===== src/rtl/fir_pkg.sv =====
// Shared definitions for the FIR decimator path.
//   FIR_TAP_REPEAT : number of phases the phase counter can span
//   FIR_DS_NUM_MAX : largest decimation parameter N accepted (ratio N+1)
//   fir_ds_state_e : decimator control state
//   fir_ds_clamp   : saturates a raw 8-bit N to FIR_DS_NUM_MAX
package fir_pkg;

  localparam int FIR_TAP_REPEAT = 20;
  localparam int FIR_DS_NUM_MAX = 19;
  localparam int FIR_PH_W       = $clog2(FIR_TAP_REPEAT);

  typedef enum logic [1:0] {
    ST_IDLE  = 2'd0,
    ST_RUN   = 2'd1,
    ST_DRAIN = 2'd2
  } fir_ds_state_e;

  function automatic logic [FIR_PH_W-1:0] fir_ds_clamp(input logic [7:0] n);
    return (n > 8'(FIR_DS_NUM_MAX)) ? FIR_PH_W'(FIR_DS_NUM_MAX) : n[FIR_PH_W-1:0];
  endfunction

endpackage


===== src/rtl/ds_fwft_fifo.sv =====
// First-word-fall-through buffer for decimated samples.
//   clk_i/rst_n_i : clock, async active-low reset
//   flush_i       : synchronous clear; wins over a same-cycle write or read
//   wr_en_i/wr_data_i : write request (ignored when full unless a read frees a slot)
//   rd_en_i       : consumer ready; pops the head when not empty
//   rd_data_o     : head word, zero while empty
//   empty_o/full_o: occupancy flags
module ds_fwft_fifo #(
  parameter int DATA_WIDTH = 16,
  parameter int FIFO_DEPTH = 4
)(
  input  logic                  clk_i,
  input  logic                  rst_n_i,
  input  logic                  flush_i,
  input  logic                  wr_en_i,
  input  logic [DATA_WIDTH-1:0] wr_data_i,
  input  logic                  rd_en_i,
  output logic [DATA_WIDTH-1:0] rd_data_o,
  output logic                  empty_o,
  output logic                  full_o
);

  localparam int AW = (FIFO_DEPTH > 1) ? $clog2(FIFO_DEPTH) : 1;

  // Pointers carry one wrap bit so full and empty are distinguishable.
  logic [AW:0]           r_wptr, r_rptr;
  logic [DATA_WIDTH-1:0] r_mem [FIFO_DEPTH];
  logic                  w_wr, w_rd;

  assign empty_o = (r_wptr == r_rptr);
  assign full_o  = (r_wptr[AW] != r_rptr[AW]) && (r_wptr[AW-1:0] == r_rptr[AW-1:0]);

  // A read in the same cycle frees a slot, so a write into a full buffer still lands.
  assign w_rd = rd_en_i & ~empty_o & ~flush_i;
  assign w_wr = wr_en_i & (~full_o | w_rd) & ~flush_i;

  always_ff @(posedge clk_i or negedge rst_n_i) begin
    if (!rst_n_i) begin
      r_wptr <= '0;
      r_rptr <= '0;
    end else if (flush_i) begin
      r_wptr <= '0;
      r_rptr <= '0;
    end else begin
      if (w_wr) r_wptr <= r_wptr + (AW+1)'(1);
      if (w_rd) r_rptr <= r_rptr + (AW+1)'(1);
    end
  end

  always_ff @(posedge clk_i) begin
    if (w_wr) r_mem[r_wptr[AW-1:0]] <= wr_data_i;
  end

  // Gate the head so the output bus reads zero while empty (including reset).
  assign rd_data_o = empty_o ? '0 : r_mem[r_rptr[AW-1:0]];

endmodule


===== src/rtl/fir_down_sample.sv =====
// Decimates the low-pass sample stream by R = N+1 and buffers kept samples
// in a small FWFT FIFO toward a valid/ready consumer.
//   clk_i, rst_n_i          : clock, async active-low reset
//   laser_start_i           : acquisition enable level; rising edge restarts
//   fir_down_sample_num_i   : N, latched (clamped to 19) on each rising edge
//   lp_laser_vld_i/_data_i  : input sample strobe and data
//   ds_laser_rdy_i          : downstream ready
//   ds_laser_vld_o/_data_o  : decimated sample out
//   ds_busy_o               : high while not IDLE
//   ds_drop_cnt_o           : saturating count of samples lost to a full FIFO
//                             (present only with FIR_DS_DROP_CNT_EN defined)
module fir_down_sample
  import fir_pkg::*;
#(
  parameter real TCQ        = 0.1,
  parameter int  DATA_WIDTH = 16,
  parameter int  FIFO_DEPTH = 4
)(
  input  logic                  clk_i,
  input  logic                  rst_n_i,
  input  logic                  laser_start_i,
  input  logic [7:0]            fir_down_sample_num_i,
  input  logic                  lp_laser_vld_i,
  input  logic [DATA_WIDTH-1:0] lp_laser_data_i,
  input  logic                  ds_laser_rdy_i,
  output logic                  ds_laser_vld_o,
  output logic [DATA_WIDTH-1:0] ds_laser_data_o,
  output logic                  ds_busy_o
`ifdef FIR_DS_DROP_CNT_EN
  ,
  output logic [15:0]           ds_drop_cnt_o
`endif
);

  // Register timing is modelled with zero delay; TCQ is kept for interface compatibility.
  localparam real UNUSED_TCQ = TCQ;

  fir_ds_state_e         r_state;
  logic                  r_busy;
  logic                  r_start_d;
  logic [FIR_PH_W-1:0]   r_n;
  logic [FIR_PH_W-1:0]   r_phase;

  logic                  w_rise, w_fall, w_active, w_take, w_keep;
  logic [FIR_PH_W-1:0]   w_cur_n, w_cur_phase;
  logic                  w_empty, w_full;

  assign w_rise = laser_start_i & ~r_start_d;
  assign w_fall = ~laser_start_i & r_start_d;

  // The rising-edge cycle already decimates with the freshly latched N and phase 0.
  assign w_active    = (r_state == ST_RUN) | w_rise;
  assign w_cur_n     = w_rise ? fir_ds_clamp(fir_down_sample_num_i) : r_n;
  assign w_cur_phase = w_rise ? '0 : r_phase;
  assign w_take      = lp_laser_vld_i & w_active;
  assign w_keep      = w_take & (w_cur_phase == w_cur_n);

  always_ff @(posedge clk_i or negedge rst_n_i) begin
    if (!rst_n_i) begin
      r_state   <= ST_IDLE;
      r_busy    <= 1'b0;
      // Reset as "already high" so a level held through reset is not taken as an edge.
      r_start_d <= 1'b1;
      r_n       <= '0;
      r_phase   <= '0;
    end else begin
      r_start_d <= laser_start_i;
      if (w_rise) r_n <= w_cur_n;

      if (w_take)      r_phase <= w_keep ? '0 : w_cur_phase + FIR_PH_W'(1);
      else if (w_rise) r_phase <= '0;

      case (r_state)
        ST_IDLE: if (w_rise) begin
          r_state <= ST_RUN;
          r_busy  <= 1'b1;
        end
        ST_RUN: if (w_fall) begin
          // A sample written this very cycle still needs draining.
          if (w_empty & ~w_keep) begin
            r_state <= ST_IDLE;
            r_busy  <= 1'b0;
          end else begin
            r_state <= ST_DRAIN;
          end
        end
        ST_DRAIN: if (w_rise) begin
          r_state <= ST_RUN;
        end else if (w_empty) begin
          r_state <= ST_IDLE;
          r_busy  <= 1'b0;
        end
        default: begin
          r_state <= ST_IDLE;
          r_busy  <= 1'b0;
        end
      endcase
    end
  end

  assign ds_busy_o = r_busy;

  // The restart flush discards a sample kept in the edge cycle.
  ds_fwft_fifo #(
    .DATA_WIDTH (DATA_WIDTH),
    .FIFO_DEPTH (FIFO_DEPTH)
  ) u_fifo (
    .clk_i     (clk_i),
    .rst_n_i   (rst_n_i),
    .flush_i   (w_rise),
    .wr_en_i   (w_keep),
    .wr_data_i (lp_laser_data_i),
    .rd_en_i   (ds_laser_rdy_i),
    .rd_data_o (ds_laser_data_o),
    .empty_o   (w_empty),
    .full_o    (w_full)
  );

  assign ds_laser_vld_o = ~w_empty;

`ifdef FIR_DS_DROP_CNT_EN
  logic [15:0] r_drop_cnt;

  // Full implies non-empty, so a concurrent pop happens exactly when ready is high.
  always_ff @(posedge clk_i or negedge rst_n_i) begin
    if (!rst_n_i)
      r_drop_cnt <= '0;
    else if (w_rise)
      r_drop_cnt <= '0;
    else if (w_keep & w_full & ~ds_laser_rdy_i & (r_drop_cnt != 16'hFFFF))
      r_drop_cnt <= r_drop_cnt + 16'd1;
  end

  assign ds_drop_cnt_o = r_drop_cnt;
`else
  logic w_unused_full;
  assign w_unused_full = w_full;
`endif

endmodule


===== config.mk =====
export PLATFORM = sky130hd
export DESIGN_NAME = fir_down_sample
export DESIGN_NICKNAME = d
export VERILOG_FILES = /design/src/rtl/fir_pkg.sv /design/src/rtl/ds_fwft_fifo.sv /design/src/rtl/fir_down_sample.sv
export SDC_FILE = /design/constraint.sdc
export NUM_CORES = 1
export LEC_CHECK = 0
export CORE_MARGIN = 1.5
export CORE_UTILIZATION = 35
export DETAILED_ROUTE_END_ITERATION = 6
export SLEW_MARGIN = 20
export SYNTH_ARGS = -nofsm -noshare
export SYNTH_HDL_FRONTEND = slang
export SYNTH_SLANG_ARGS = --single-unit

===== constraint.sdc =====
create_clock -name clk_i -period 6 [get_ports clk_i]
set_input_delay 0.6 -clock clk_i [delete_from_list [all_inputs] [get_ports clk_i]]
set_output_delay 0.6 -clock clk_i [all_outputs]
set_load 0.1 [all_outputs]

==> results by group, run 1 <==
Outcome
  – Status: completed

Floorplan
  – Die Ht: roughly 100 um
  – Core area: approximately 9900 sq um
  – Initial Util: between 30% and 40%
  – I/O pin count: 47
  – Die area: approximately 11000 sq um
  – Core Rows: 36
  – Die Wd: between 100 and 150 um

Pwr
  – Max VDD drop: roughly 0.33 mV
  – Design Power: 1900 uW
  – Pwr/cell area: about 430 nW/um^2
  – Leakage: ~0.0015 uW

Clock tree
  – Clock buffer depth: 2
  – Num CTS Buffers: 9
  – Clock slew at reported path FFs: approximately 0.080 ns
  – CTS resizes: 0
  – Post-CTS Setup Bufs: 0
  – # H-tree levels: 3
  – Post-CTS Hold Buffers: 0
  – Root buffer cell: clkbuf_8
  – Clock Sinks: 84
  – Clk_lat worst skew: between 0.3 and 0.4 ns
  – CTS tree: built

Yosys
  – Ys Warns: 0
  – Synth Register Bits: 84
  – Async set-or-reset flop fraction in the synthesized netlist: between 20% and 30%
  – Primary FF master, synth: edfxtp_1
  – Syn Inst Count: 230
  – Post-Syn Area per Cell: between 15 and 20 sq um
  – Dominant cell type by area after synthesis: edfxtp_1
  – Netlist Area Pre-Place: approximately 3600 sq um
  – Sequential share of the synthesized area: 66.8%
  – Post-synth top area share: around 53%
  – Synth top area cells: edfxtp_1, dfrtp_1, mux4_2, and2_1, ha_1
  – Yosys cell types: 41
  – Most numerous cell in the Yosys netlist: edfxtp_1
  – EDFF count, synth: between 60 and 70
  – Synthesized net count: approximately 270
  – Post-synth top cells: edfxtp_1, and2_1, dfrtp_1

Timing
  – RSZ-0062 raised after global routing: false
  – Final Hold Fails: 0
  – Hold Worst Slack: approximately 0.5 ns
  – Sum Neg Setup Slack: 0 ns
  – Clock Skews: around 0.013 ns
  – Fin crit period: 4.12 ns
  – Setup violations, final: 0
  – Worst slew margin: 34.9%
  – Slew Viols, Final: 0
  – Crit share post-route: between 60 and 70%
  – Slew @ Worst Pin: 0.973 ns
  – Fmax: about 240 MHz

GRT
  – Global routing usage on met3: under 10%
  – Largest net degree at the start of global routing: 24
  – Initial antenna violation count: 0
  – Congestion Overflow GR: 0
  – GR peak layer: met2
  – Vias in the first global route: 2195
  – Met2 GRT Util: approximately 22%
  – Global Route Usage Sum: between 10% and 20%
  – First-pass GRT wire length: roughly 11000 um
  – Grt met1 use: roughly 17%

Setup path
  – R2r setup slk: 3.00 ns
  – Critical R2R Launch: r_start_d
  – Worst R2R End: u_fifo.r_mem[0][10]
  – Arrival time worst endpoint: around 3.5 ns
  – Crit. End Element: output port
  – CP cell instances: xnor2_1 -> nand3b_1 -> and2_1 -> clkdlybuf4s50_1
  – Worst-path maximum fanout: 23
  – Setup crit start kind: flop
  – Critical path buffers and inverters: 1
  – Worst R2R Path Depth: 6
  – Worst EP required: 5.40 ns
  – Crit-path slowest cell: clkdlybuf4s50_1
  – Crit Path Class: flop to output port
  – CP peak stage delay: approximately 1.1 ns
  – CP top delay family: buffers and inverters

Layout
  – Fin cells: about 420
  – Filler instances: 920
  – N_diodes: 0
  – Multi-input gate area: 1150 sq um
  – Post-route cell area: approximately 4400 sq um
  – # nets final: around 320
  – Area grow syn2layout: 22.1%
  – Share of layout cells above drive strength 1: ~14%
  – Seq. cell area: around 2400 sq um

Worst hold path
  – Hold Path End: r_n[2]
  – Beginning of the worst hold path: r_n[2]
  – Worst min-delay path category: flop to flop
  – Cell depth of the worst min-delay path: 2

Routing
  – DR vias: 2049
  – DR vias/cell: a little under 5
  – Initial DRT Pass Iterations: 6
  – Post-route ant nets: 0
  – Post-Route WL: between 6000 and 7000 um
  – # DRC: 0
  – Routed length per instance: roughly 16 um
  – DRT iter0 DRCs: around 110

Place
  – Post-DP HPWL: 4160 um
  – RePlAce Congestion: ~0.71
  – DP Area: between 4000 and 5000 sq um
  – Cells after DPL: ~400
  – Port-buffer cells: between 40 and 50

Run
  – Max-cap violations: 0
==> area by class of cell <==
class | instances | area share (%)
multi-input cells | 133 | 26.0
clock inverters | 6 | 1.61
clock buffers | 10 | 2.88
well taps | 133 | 3.75
repair buffers | 48 | 10.7
flip-flops and latches | 84 | 54.7
inverters | 4 | 0.339
==> placed cells by master, fill, tap and decap left out, drive strengths merged, types with 5 or more instances in the layout <==
master / synthesis / routed
and2: 21 / 21
clkbuf: 4 / 10
clkdlybuf4s50: 0 / 46
dfrtp: 19 / 19
edfxtp: 64 / 64
ha: 6 / 6
inv: 4 / 6
mux4: 16 / 16
nand2: 14 / 14
nor2: 16 / 16
nor3: 5 / 5
xor2: 8 / 8
==> metrics by stage <==
stage / worst slack (ns) / util [%]
2_1_floorplan: 2.69 / -
3_3_place_gp: 2.17 / 42.7
3_5_place_dp: 2.12 / 42.7
4_1_cts: 1.72 / 44.7
5_1_grt: 1.52 / 44.7
6_report: 1.88 / 44.7
==> metal layers <==
metal  share of wire, %  up-vias
met1                 46     1016
met5                  0        -
li1                   -      973
met4                1.4        0
met2                 48       51
met3                4.8        9
==> registers in the layout, indices dropped and copies added (netlist names) <==
register / flops
r_n: 5
r_start_d: 1
r_state: 2
u_fifo.r_wptr: 3
u_fifo.r_rptr: 3
ds_busy_o: 1
r_phase: 5
u_fifo.r_mem: 64
==> worst max-delay path by stage <==
stage	startpoint	end	slack, ns	cells past startpoint
6_report	u_fifo.r_rptr[1]	ds_laser_data_o[10]	1.88	4
3_5_place_dp	u_fifo.r_rptr[1]	ds_laser_data_o[10]	2.12	4
4_1_cts	u_fifo.r_rptr[1]	ds_laser_data_o[10]	1.72	4
3_3_place_gp	laser_start_i	u_fifo.r_mem[1][8]	2.17	6
2_1_floorplan	u_fifo.r_rptr[0]	ds_laser_data_o[0]	2.69	5
5_1_grt	u_fifo.r_rptr[1]	ds_laser_data_o[14]	1.52	4
==> tightest hold or removal path, delay by kind of cell (launching register included) <==
kind          cells  cell delay [ns]
flops             1             0.37
simple gates      2             0.10
==> where the power goes <==
part	internal [uW]	total [uW]	switching [uW]
registers	644	675	30.9
logic	238	820	583
clock network	196	406	210
==> cell families (layout without fill, tap and decap cells) <==
| family | Yosys count | after routing | share of synthesized area, % |
|---|---|---|---|
| adders and majority gates | 6 | 6 | 2.07 |
| and+or+nand+nor | 77 | 77 | 11.6 |
| muxes | 19 | 19 | 10.8 |
| AOI/OAI and AO/OA | 19 | 19 | 4.41 |
| xor gates and xnor gates | 12 | 12 | 2.90 |
| buffers and inverters | 13 | 68 | 1.48 |
| DFF | 84 | 84 | 66.8 |
(Power assumes the default switching activity.)
==> run 2, diff against run 1 <==
==> constraint.sdc (replaced) <==
create_clock -name clk_i -period 4.13 [get_ports clk_i]
set_input_delay 0.413 -clock clk_i [delete_from_list [all_inputs] [get_ports clk_i]]
set_output_delay 0.413 -clock clk_i [all_outputs]
set_load 0.1 [all_outputs]
==> results by group, run 2 (synthesized netlist as in run 1, its figures left out) <==
Outcome
  – Status: completed

Clock tree
  – Post-CTS Setup Bufs: 0 (unchanged)
  – Clock Sinks: 84 (unchanged)
  – CTS tree: built
  – Root buffer cell: clkbuf_8
  – Num CTS Buffers: 9 (unchanged)
  – Post-CTS Hold Buffers: 0 (unchanged)
  – Clk_lat worst skew: 0.36 ns (about the same)
  – CTS resizes: 0 (unchanged)
  – Clock buffer depth: 2 (unchanged)
  – Clock slew at reported path FFs: 0.09 ns (about the same)
  – # H-tree levels: 3 (unchanged)

Routing
  – DR vias: 2088 (+1.9%)
  – # DRC: 0 (unchanged)
  – Initial DRT Pass Iterations: 4 (-2)
  – Post-route ant nets: 0 (unchanged)
  – DR vias/cell: 4.92 (+0.46%)
  – DRT iter0 DRCs: 101 (-11%)
  – Post-Route WL: 6810 um (+0.90%)
  – Routed length per instance: 16.1 um (-0.52%)

Layout
  – Commonest non-fill, non-tap cell in the layout: edfxtp_1
  – # nets final: 321 (+1.9%)
  – Max reg flops: 64 (unchanged)
  – Most frequent cells in the layout: edfxtp_1, clkdlybuf4s50_1, buf_4, and2_1, dfrtp_1
  – Share of layout cells above drive strength 1: 21.3% (+7.6 points)
  – Area grow syn2layout: 22.9%
  – N_diodes: 0 (unchanged)
  – Util after Layout: 45.0% (+0.28 points)

Setup path
  – Critical R2R Launch: r_start_d
  – CP Capture Point: ds_laser_data_o[1]
  – Worst-path maximum fanout: 23 (unchanged)
  – R2r setup slk: 1.43 ns (-1.57 ns)
  – Crit Path Class: flop to output port
  – Arrival time worst endpoint: 2.57 ns (-0.95 ns)
  – Worst R2R End: u_fifo.r_mem[0][4]
  – Crit. End Element: output port
  – Worst R2R Path Depth: 6 (unchanged)
  – Worst EP required: 3.72 ns (-1.68 ns)
  – Setup crit start kind: flop
  – Setup crit start: u_fifo.r_rptr[0]

GRT
  – Vias in the first global route: 2116 (-3.6%)
  – First-pass GRT wire length: 11100 um (-0.49%)
  – Initial antenna violation count: 0 (unchanged)
  – Congestion Overflow GR: 0 (unchanged)
  – Largest net degree at the start of global routing: 24 (unchanged)
  – Global Route Usage Sum: 13.4% (-0.053 points)

Floorplan
  – Core Rows: 36 (unchanged)
  – Die Wd: 105 um (unchanged)
  – Die area: 11000 sq um (unchanged)
  – Core area: 9910 sq um (unchanged)
  – Initial Util: 36.6% (unchanged)
  – I/O pin count: 47 (unchanged)
  – Die Ht: 105 um (unchanged)

Timing
  – Clock Skews: 0.0114 ns (-0.00175 ns)
  – Sum Neg Setup Slack: 0 ns (unchanged)
  – Fmax: ~340 MHz
  – Slew @ Worst Pin: 0.969 ns (-0.00447 ns)
  – Worst slew margin: 35.2% (+0.30 points)
  – Crit share post-route: between 70% and 80%
  – Fin crit period: 2.98 ns
  – Final Hold Fails: 0 (unchanged)
  – Setup violations, final: 0 (unchanged)
  – Slew Viols, Final: 0 (unchanged)
  – RSZ-0062 raised after global routing: false

Pwr
  – Logic pwr share: 42.6% (-0.5 points)
  – Sw frac: 42.8% (-0.49 points)
  – Int Pwr: 1610 uW (+49%)
  – Switching pwr: 1200 uW (+46%)
  – Max VDD drop: 0.556 mV (+69%)
  – Clock group share of total power: 23.3% (+1.9 points)
  – Pwr/cell area: 630 nW/um^2 (+47%)
  – Sequential Power Share: 34.1% (-1.4 points)
  – Leakage: 0.00158 uW (+5.1%)

Run
  – Max-cap violations: 0 (unchanged)

Place
  – RePlAce Congestion: 0.719 (+1.0%)
  – Post-DP HPWL: 4380 um (+5.3%)
  – Port-buffer cells: 46 (unchanged)

Worst hold path
  – Worst min-delay path category: flop to flop
  – Cell depth of the worst min-delay path: 2 (unchanged)
[run 2: changes by cell type in the layout (fill, tap and decap cells not counted)]
cell and change:
buf_4 +23, bufinv_16 +1, clkdlybuf4s50_1 -17, clkinvlp_4 -1, inv_6 -1, inv_8 +1
[run 2: worst min-delay path by stage]
stage                     slack, ns  startpoint   endpoint
after detailed placement       0.48      r_n[2]     r_n[2]
after floorplan                0.12     rst_n_i  ds_busy_o
final                          0.50      r_n[2]     r_n[2]
after global routing           0.54      r_n[2]     r_n[2]
after global placement         0.48      r_n[2]     r_n[2]
after CTS                      0.50      r_n[2]     r_n[2]
[run 2: through the flow]
step                cells  total power (uW)  cell area (sq um)  setup slack (ns)  hold slack, ns
floorplan             230              1930               3630              1.00           0.117
global placement      408              2180               4240             0.986           0.477
detailed placement    408              2190               4240             0.861           0.483
CTS                   424              2850               4460             0.969           0.501
global route          424              2930               4460             0.876           0.542
finish                424              2810               4460              1.15           0.497
[run 2: layer usage]
layer	track usage, %	part of all wire, %	vias up
met5	0	0	-
met4	3.23	0.95	0
met3	4.55	5.2	8
met2	21.8	48	59
met1	17.2	46	1039
li1	-	-	982
[run 2: critical path: stages, from the launching register on]
cell and delay [ns]:
dfrtp_1 0.33, buf_4 0.35, xnor2_1 0.19, nand3b_1 0.66, and2_1 0.43, buf_4 0.25
[run 2: cell type report]
| type | count | area, sq um |
|---|---|---|
| Fill cell | 898 | 5450 |
| Sequential cell | 84 | 2420 |
| Multi-Input combinational cell | 133 | 1150 |
| Timing Repair Buffer | 54 | 478 |
| Tap cell | 133 | 166 |
| Clock buffer | 10 | 128 |
| Clock inverter | 6 | 96.3 |
| Inverter | 4 | 15.0 |
[run 2: power by group through the flow]
stage | registers [uW] | clock network [uW] | logic (uW)
after floorplan | 1000 | 0 | 923
after global placement | 975 | 0 | 1210
after detailed placement | 975 | 0 | 1210
after CTS | 956 | 678 | 1220
after global routing | 960 | 708 | 1260
final | 957 | 654 | 1200
